## src/rtl/cpu_mem_pkg.sv

```systemverilog
`default_nettype none
// +-------------------------------------------------------------------------+
// | Package  : cpu_mem_pkg                                                  |
// | Purpose  : Shared constants and types for the CPU RAM port arbiter.     |
// |            RAM geometry, arbiter owner states, requester port indices.  |
// | Revision : 1.0  initial release                                         |
// +-------------------------------------------------------------------------+
package cpu_mem_pkg;

  // Geometry of the shared single-port program/data RAM (256 x 16).
  localparam int ADDR_W = 8;
  localparam int DATA_W = 16;

  // Requester port indices.
  localparam bit P_CPU = 1'b0;
  localparam bit P_DBG = 1'b1;

  // Owner state: IDLE = arbitrate freely, OWNn = port n holds a lock.
  typedef enum logic [1:0] {
    IDLE = 2'd0,
    OWN0 = 2'd1,
    OWN1 = 2'd2
  } arb_state_t;

endpackage
`default_nettype wire

```

## src/rtl/rr_pick2.sv

```systemverilog
`default_nettype none
// +-------------------------------------------------------------------------+
// | Module   : rr_pick2                                                     |
// | Purpose  : Combinational two-way round-robin pick. With a single        |
// |            requester that port is picked; with both, the port that did  |
// |            not win last time is picked.                                 |
// | Ports    : req[1:0]     in  per-port request                            |
// |            last_winner  in  index of the port granted most recently     |
// |            pick_valid   out at least one request present                |
// |            pick         out index of the picked port                    |
// | Revision : 1.0  initial release                                         |
// +-------------------------------------------------------------------------+
module rr_pick2
  import cpu_mem_pkg::*;
(
  input  logic [1:0] req,
  input  logic       last_winner,
  output logic       pick_valid,
  output logic       pick
);

  always_comb begin
    pick_valid = |req;
    if (req == 2'b11) begin
      pick = ~last_winner;
    end else if (req[P_DBG]) begin
      pick = P_DBG;
    end else begin
      pick = P_CPU;
    end
  end

endmodule
`default_nettype wire

```

## src/rtl/mem_port_arbiter.sv

```systemverilog
`default_nettype none
// +-------------------------------------------------------------------------+
// | Module   : mem_port_arbiter                                             |
// | Purpose  : Shares the single-port program/data RAM between the CPU      |
// |            (port 0) and the debug/loader (port 1). Round-robin pick,    |
// |            bounded lock for read-modify-write, 1-cycle read latency.    |
// | Ports    : clk, reset_n (async, active low)                             |
// |            req/we/lock[1:0]     per-port request, write enable, lock    |
// |            addr0/1, wdata0/1    per-port address and write data         |
// |            gnt[1:0]             one-hot combinational accept            |
// |            rvalid[1:0], rdata   registered read response                |
// |            ram_addr/we/din      RAM command, ram_dout RAM read data     |
// | Revision : 1.0  initial release                                         |
// +-------------------------------------------------------------------------+
module mem_port_arbiter #(
  parameter int ADDR_W   = cpu_mem_pkg::ADDR_W,
  parameter int DATA_W   = cpu_mem_pkg::DATA_W,
  parameter int MAX_LOCK = 4
) (
  input  logic              clk,
  input  logic              reset_n,
  input  logic [1:0]        req,
  input  logic [1:0]        we,
  input  logic [1:0]        lock,
  input  logic [ADDR_W-1:0] addr0,
  input  logic [ADDR_W-1:0] addr1,
  input  logic [DATA_W-1:0] wdata0,
  input  logic [DATA_W-1:0] wdata1,
  output logic [1:0]        gnt,
  output logic [1:0]        rvalid,
  output logic [DATA_W-1:0] rdata,
  output logic [ADDR_W-1:0] ram_addr,
  output logic              ram_we,
  output logic [DATA_W-1:0] ram_din,
  input  logic [DATA_W-1:0] ram_dout
);

  import cpu_mem_pkg::*;

  // The lock counter only ever reaches MAX_LOCK-1.
  localparam int              CNT_W       = (MAX_LOCK > 1) ? $clog2(MAX_LOCK) : 1;
  localparam logic [CNT_W-1:0] c_lock_last = CNT_W'(MAX_LOCK - 1);

  arb_state_t        r_state;
  arb_state_t        w_state_nxt;
  logic              r_last_winner;
  logic              w_last_winner_nxt;
  logic [CNT_W-1:0]  r_lock_cnt;
  logic [CNT_W-1:0]  w_lock_cnt_nxt;
  logic [CNT_W-1:0]  w_cnt_base;
  logic [1:0]        r_rvalid;
  logic [ADDR_W-1:0] r_addr_hold;

  logic              w_pick_valid;
  logic              w_pick;
  logic              w_gnt_valid;
  logic              w_gnt_port;
  logic [ADDR_W-1:0] w_sel_addr;
  logic [DATA_W-1:0] w_sel_wdata;

  rr_pick2 u_rr_pick2 (
    .req         (req),
    .last_winner (r_last_winner),
    .pick_valid  (w_pick_valid),
    .pick        (w_pick)
  );

  // Grant selection and next owner state.
  // A locked owner that still requests is granted outright; if it dropped
  // its request the lock is over and the round-robin pick takes this very
  // cycle, so the other port is not left idling for a cycle.
  always_comb begin
    w_gnt_valid       = 1'b0;
    w_gnt_port        = P_CPU;
    w_cnt_base        = '0;
    w_state_nxt       = IDLE;
    w_lock_cnt_nxt    = '0;
    w_last_winner_nxt = r_last_winner;

    if (r_state == OWN0 && req[P_CPU]) begin
      w_gnt_valid = 1'b1;
      w_gnt_port  = P_CPU;
      w_cnt_base  = r_lock_cnt;
    end else if (r_state == OWN1 && req[P_DBG]) begin
      w_gnt_valid = 1'b1;
      w_gnt_port  = P_DBG;
      w_cnt_base  = r_lock_cnt;
    end else begin
      w_gnt_valid = w_pick_valid;
      w_gnt_port  = w_pick;
    end

    // No accesses at all while reset is held.
    if (!reset_n) begin
      w_gnt_valid = 1'b0;
    end

    if (w_gnt_valid) begin
      w_last_winner_nxt = w_gnt_port;
      // Stay/become owner only while the run is below its bound; the grant
      // that brings the count to MAX_LOCK-1 is the last locked one.
      if (lock[w_gnt_port] && (w_cnt_base < c_lock_last)) begin
        w_state_nxt    = (w_gnt_port == P_DBG) ? OWN1 : OWN0;
        w_lock_cnt_nxt = w_cnt_base + CNT_W'(1);
      end
    end
  end

  assign w_sel_addr  = (w_gnt_port == P_DBG) ? addr1  : addr0;
  assign w_sel_wdata = (w_gnt_port == P_DBG) ? wdata1 : wdata0;

  assign gnt[P_CPU] = w_gnt_valid & (w_gnt_port == P_CPU);
  assign gnt[P_DBG] = w_gnt_valid & (w_gnt_port == P_DBG);

  // Address is held between grants so the RAM input stays quiet.
  assign ram_addr = w_gnt_valid ? w_sel_addr : r_addr_hold;
  assign ram_we   = w_gnt_valid & we[w_gnt_port];
  assign ram_din  = w_gnt_valid ? w_sel_wdata : '0;

  assign rvalid = r_rvalid;
  assign rdata  = ram_dout;

  always_ff @(posedge clk or negedge reset_n) begin
    if (!reset_n) begin
      r_state       <= IDLE;
      r_last_winner <= P_DBG;
      r_lock_cnt    <= '0;
      r_rvalid      <= '0;
      r_addr_hold   <= '0;
    end else begin
      r_state       <= w_state_nxt;
      r_last_winner <= w_last_winner_nxt;
      r_lock_cnt    <= w_lock_cnt_nxt;
      r_rvalid      <= gnt & ~we;
      if (w_gnt_valid) begin
        r_addr_hold <= w_sel_addr;
      end
    end
  end

endmodule
`default_nettype wire

```

## config.mk

```make
export PLATFORM = sky130hd
export DESIGN_NAME = mem_port_arbiter
export DESIGN_NICKNAME = d
export VERILOG_FILES = /design/src/rtl/cpu_mem_pkg.sv /design/src/rtl/rr_pick2.sv /design/src/rtl/mem_port_arbiter.sv
export SDC_FILE = /design/constraint.sdc
export NUM_CORES = 1
export LEC_CHECK = 0
export ABC_AREA = 1
export CAP_MARGIN = 25
export CORE_ASPECT_RATIO = 0.75
export CORE_MARGIN = 2
export CORE_UTILIZATION = 25
export DETAILED_ROUTE_END_ITERATION = 8
export PLACE_DENSITY = 0.77
export SYNTH_ARGS = -nofsm -noshare
export SYNTH_HDL_FRONTEND = slang
export SYNTH_SLANG_ARGS = --single-unit
```

## constraint.sdc

```tcl
create_clock -name clk -period 1.4 [get_ports clk]
set_input_delay 0.28 -clock clk [delete_from_list [all_inputs] [get_ports clk]]
set_output_delay 0.28 -clock clk [all_outputs]
set_load 0.1 [all_outputs]
```

### Word level (Yosys, flattened, before mapping)

Cells that the tools add are included.

| cells by class | value |
|---|---|
| eq/ne operators | 3 |
| bitwise logic cells | 7 |
| multiplexer cells | 22 |
| divide/modulo/power cells | 0 |
| reduce and logical (&&, ||, !) cells | 4 |
| shifts and indexed selects | 0 |
| order comparisons | 2 |
| $add $sub $neg | 1 |
| $mul | 0 |

Operators by type and width:

| cell | count |
|---|---|
| $mux W16 | 2 |
| $mux W8 | 2 |
| $mux W2 | 7 |
| $mux W1 | 11 |
| $eq A2 B2 Y1 const B | 2 |
| $and A1 B1 Y1 | 3 |
| $logic_and A1 B1 Y1 | 3 |
| $add A2 B1 Y2 const B | 1 |
| $and A2 B2 Y2 | 1 |
| $eq A2 B1 Y1 const B | 1 |
| $lt A1 B2 Y1 const B | 1 |
| $lt A2 B2 Y1 const B | 1 |
| $not A1 Y1 | 2 |
| $not A2 Y2 | 1 |
| $reduce_or A2 Y1 | 1 |

| word-level totals | value |
|---|---|
| latch bits | 0 |
| ROM bits | 0 |
| memories kept | 0 |
| RAM bits | 0 |
| word-level logic and storage cells | 44 |
| output and inout bits | 45 |
| bits of input ports | 72 |
| bits in registers | 15 |

### Logic depth before layout (Yosys ltp)

| depth | value |
|---|---|
| word-level depth | 9 |
| depth in mapped cells | 10 |
| mapped depth without buffers | 10 |

### By module

From an unflattened synthesis, not the netlist that was laid out.

| second synthesis, totals | value |
|---|---|
| cell total of the unflattened synthesis | 176 |
| area, all modules | 1168.6 um^2 |

Modules (own cells, without submodules):

| module | sequential area each (um^2) | times used | cells an instance | area each (um^2) |
|---|---|---|---|---|
| mem_port_arbiter | 376.6 | 1 | 173 | 1153.6 |
| rr_pick2 | 0.0 | 1 | 3 | 15.0 |

### Least setup slack after synthesis

No wires, ideal clock.

| path | value |
|---|---|
| path type | reg-to-reg |
| start | register r_last_winner |
| end | register r_addr_hold[3] |
| cell stages (with the launch flop) | 10 |
| required time | 0.932 ns |
| slack | -0.918 ns |
| clock period less this slack | 2.318 ns |
| arrival | 1.850 ns |
| setup time | 0.468 ns |
| buffers on the path | 2 |
| path through | dfstp_2 -> nand2_1 -> nand2_1 -> nand2_1 -> nand2_1 -> buf_6 -> nor2_8 -> buf_6 -> nand2_1 -> nand3_1 |

| between the ends | value |
|---|---|
| cells in the longest elaborated chain, start to end | 6 |

RTL lines:

| what | line | source |
|---|---|---|
| from (decl) | mem_port_arbiter.sv:46 | `logic r_last_winner;` |
| from (signal assigned) | mem_port_arbiter.sv:132 | `r_last_winner <= w_last_winner_nxt;` |
| $not A1 Y1 | rr_pick2.sv:25 | `pick = ~last_winner;` |
| $mux W1 | rr_pick2.sv:24 | `if (req == 2'b11) begin` |
| $mux W1 | mem_port_arbiter.sv:84 | `end else if (r_state == OWN1 && req[P_DBG]) begin` |
| $mux W1 | mem_port_arbiter.sv:80 | `if (r_state == OWN0 && req[P_CPU]) begin` |
| $mux W8 | mem_port_arbiter.sv:109 | `assign w_sel_addr = (w_gnt_port == P_DBG) ? addr1 : addr0;` |
| $mux W8 | n/a |  |
| via ram_addr[3] | mem_port_arbiter.sv:32 | `output logic [ADDR_W-1:0] ram_addr,` |
| to (signal assigned) | mem_port_arbiter.sv:136 | `r_addr_hold <= w_sel_addr;` |
| to (decl) | mem_port_arbiter.sv:52 | `logic [ADDR_W-1:0] r_addr_hold;` |

The timed path passes the listed nets, and every way through them passes these cells.
A chain may end at the register's enable or synchronous reset.

### Worst setup path after layout

| path | value |
|---|---|
| start | register r_last_winner |
| end | output ram_din[12] |

| between the ends | value |
|---|---|
| cells in the longest elaborated chain, start to end | 6 |

RTL lines:

| what | line | source |
|---|---|---|
| $not A1 Y1 | rr_pick2.sv:25 |  |
| $mux W1 | rr_pick2.sv:24 |  |
| $mux W1 | mem_port_arbiter.sv:84 |  |
| $mux W1 | mem_port_arbiter.sv:80 |  |
| $mux W16 | mem_port_arbiter.sv:110 | `assign w_sel_wdata = (w_gnt_port == P_DBG) ? wdata1 : wdata0;` |
| $mux W16 | mem_port_arbiter.sv:118 | `assign ram_din = w_gnt_valid ? w_sel_wdata : '0;` |
| to (decl) | mem_port_arbiter.sv:34 | `output logic [DATA_W-1:0] ram_din,` |

Every way passes these cells.

==> results.toml <==
[worst_setup_path]
critical_path_class = "reg2out"
worstPathArrival_ps = 1760
critical_path_required_ps = 1120
path_max_fanout = 6
setup.worst_path.end_class = "primary output"
cp-start-kind = "flop"

[floorplanning]
die-area_um2 = 4730
start_util_pct = 26.0
die_w_um = 78.7
rows = 20
fp.dieH_um = 60.1
core_um2 = 4030
top_level_ports = 117

[finish]
num-nets-final = 326
final_util_pct = 81.4
final_layout_size_suffix_gt1_share_pct = 59.1
finish.instance_area_um2 = 3280
nFillCells = 231
layout_commonest_cell = "clkdlybuf4s50_1"
final_cells = 307
sequential_cell_area_um2 = 377
area_growth_syn_to_layout_pct = 213
diodes = 0
layout.cells.most_common_list = "clkdlybuf4s50_1 (52), buf_12 (34), nand2_8 (29)"
area_used_by_multi_input_combinational_logic_um2 = 1300

[power_and_ir_drop]
power.share.clock_pct = 12.5
internal_mw = 1.51
pwr_density_cell_nw_per_um2 = 879
leakagePower_nw = 1.49
vdd_ir_drop_max_mv = 0.508
p_comb_share_pct = 69.8
swShare_pct = 47.6
power_mw = 2.88
power.sequential.fraction_pct = 17.8
switchingPower_mw = 1.37

[timing]
portion_of_the_clock_cycle_consumed_by_the_worst_path_in_the_final_layout_pct = 145
final.setup.worst_slack_ps = -637
worst_pin_slew_ps = 223
slew_violations = 0
timing.final.crit_period_ps = 2040
clock-skew-final_ps = 2.56
achievable-frequency_ghz = 0.491
rsz0062_at_grt = "yes"
hold_ws_ps = 159
worst_slew_slack_as_a_fraction_of_its_limit_pct = 85.1
final-hold-violation-count = 0
finalSetupViolations = 35

[placement]
gpl.final_weighted_congestion = 0.842
port-buffer-count = 84
placement_cell_area_um2 = 2920
hpwl_um = 3250
post-place-cells = 295

[synthesis]
sequential_cell_area_fraction_in_the_yosys_report_pct = 36.0
synthesis.instances = 156
distinct_cells_synth = 15
synth.net_count = 229
synth_top_cell_by_area = "dfrtp_1"
synth_seq_cells = 15
synth_compound_gate_area_share_pct = 1.19
synthesized_area_fraction_occupied_by_xor_and_xnor_cells_pct = 0
syn_area_per_cell_um2 = 6.71
post_synth_main_area_contributors = "dfrtp_1 (33%), nand2_1 (29%), buf_4 (12%)"
synthesis.yosys.warnings = 0
synth_simple_gate_area_share_pct = 42.5
synth_fa_ha_area_share_pct = 1.19
synth.area.mux_share_pct = 0
synth_area_um2 = 1050
main_combinational_cell_family_by_area_after_synthesis = "simple AND/OR/NAND/NOR gates"
synth_top_cell_area_share_pct = 33.5

[global_routing]
first_global_vias = 1503
grt.overflow.total = 0
grt_first_pass_wirelength_um = 7200
antenna_found_initial = 0
grt_use_total_pct = 20.0
grt_max_degree = 16

[route]
drt.antenna.violating_nets = 0
drc = 0
wirelength_um = 4590
detail_route.wl_per_cell_um = 15.0
first_pass_iters = 4
via_count = 1385
drt_iter0_markers = 19
vias_per_cell = 4.51

[clock_tree]
insertion_delay_ps = 250
clock-root-buffer = "clkbuf_8"
tritoncts = "built"
cts_hold_buf = 0
cts-root-to-sink-buffers = 2
clk_transition_reported_paths_ps = 60
clock_tree.htree_level_count = 1
clock_sink_count = 15
cts_made_buffers = 3

[outcome]
outcome = "complete, but fails checks"
failed_checks = "negative setup slack"

[run]
max_cap_viol_count = 0

[min_path]
hp-class = "in2async"
==> kinds of logic after synthesis <==
| kind of cell | Yosys count |
|---|---|
| simple gates | 108 |
| fa+ha+maj | 1 |
| flops | 15 |
| buf+inv | 30 |
| compound gates | 2 |
==> synth_stat cells <==
cell,instances
nand3_1,19
buf_4,17
dfstp_2,1
inv_2,1
buf_2,1
nor2_1,7
inv_1,7
dfrtp_1,14
a21boi_0,1
o21ai_1,1
buf_6,3
nand2_1,81
nor2_8,1
ha_1,1
clkbuf_1,1
==> worst paths after layout <==
kind | startpoint | cells past startpoint | slack (ps) | end
max | r_last_winner | 10 | -640 | ram_din[12]
min | reset_n | 2 | 160 | rvalid[0]
max reg2reg | r_last_winner | 11 | -240 | r_addr_hold[0]
min reg2reg | r_last_winner | 2 | 490 | r_last_winner
max in group asynchronous | reset_n | 2 | 1000 | r_last_winner
min in group clk | r_last_winner | 2 | 490 | r_last_winner
==> sequential cells by signal, indices dropped and copies added (netlist names) <==
signal / cells
r_addr_hold: 8
r_last_winner: 1
r_lock_cnt: 2
r_state: 2
rvalid: 2
==> critical path, stage by stage (launching register included) <==
cell and delay, ps:
dfstp_2 540, nand2_2 60, nand2_2 70, nand2_2 70, nand2_4 110, nand2_4 90, inv_6 90, buf_12 170
nand2_8 70, nand2_8 60, buf_12 160
==> through the flow <==
step                setup TNS (ps)  worst slack (ps)
floorplan                    -7990              -326
global placement            -22230              -690
detailed placement          -23460              -741
CTS                         -16510              -633
global route                -19770              -718
finish                      -16790              -637
==> per-layer routing <==
metal	global-route usage (%)	part of all wire [%]
met3	4.83	6.8
met5	0	0
met1	24.1	39
met4	3.51	0.65
met2	37.0	53
==> timing repair <==
action | in CTS | in global routing
pin swaps | 25 | 5
resized for setup | 52 | 18
setup endpoints to repair | 40 | 41
buffers inserted | 10 | 3
gates cloned | 2 | 0
==> layout make-up <==
class / instances / area share (%)
Sequential cell: 15 / 11.5
Timing Repair inverter: 1 / 0.115
Inverter: 8 / 1.07
Timing Repair Buffer: 113 / 44.2
Clock buffer: 4 / 1.37
Tap cell: 55 / 2.10
Multi-Input combinational cell: 111 / 39.7
==> power by group through the flow <==
stage | clock network, mW | registers, mW | logic (mW)
global route | 0.385 | 0.517 | 2.08
global placement | 0 | 0.514 | 1.85
detailed placement | 0 | 0.515 | 1.87
floorplan | 0 | 0.531 | 1.34
finish | 0.359 | 0.512 | 2.01
CTS | 0.362 | 0.508 | 1.98
(Power assumes the default switching activity.)
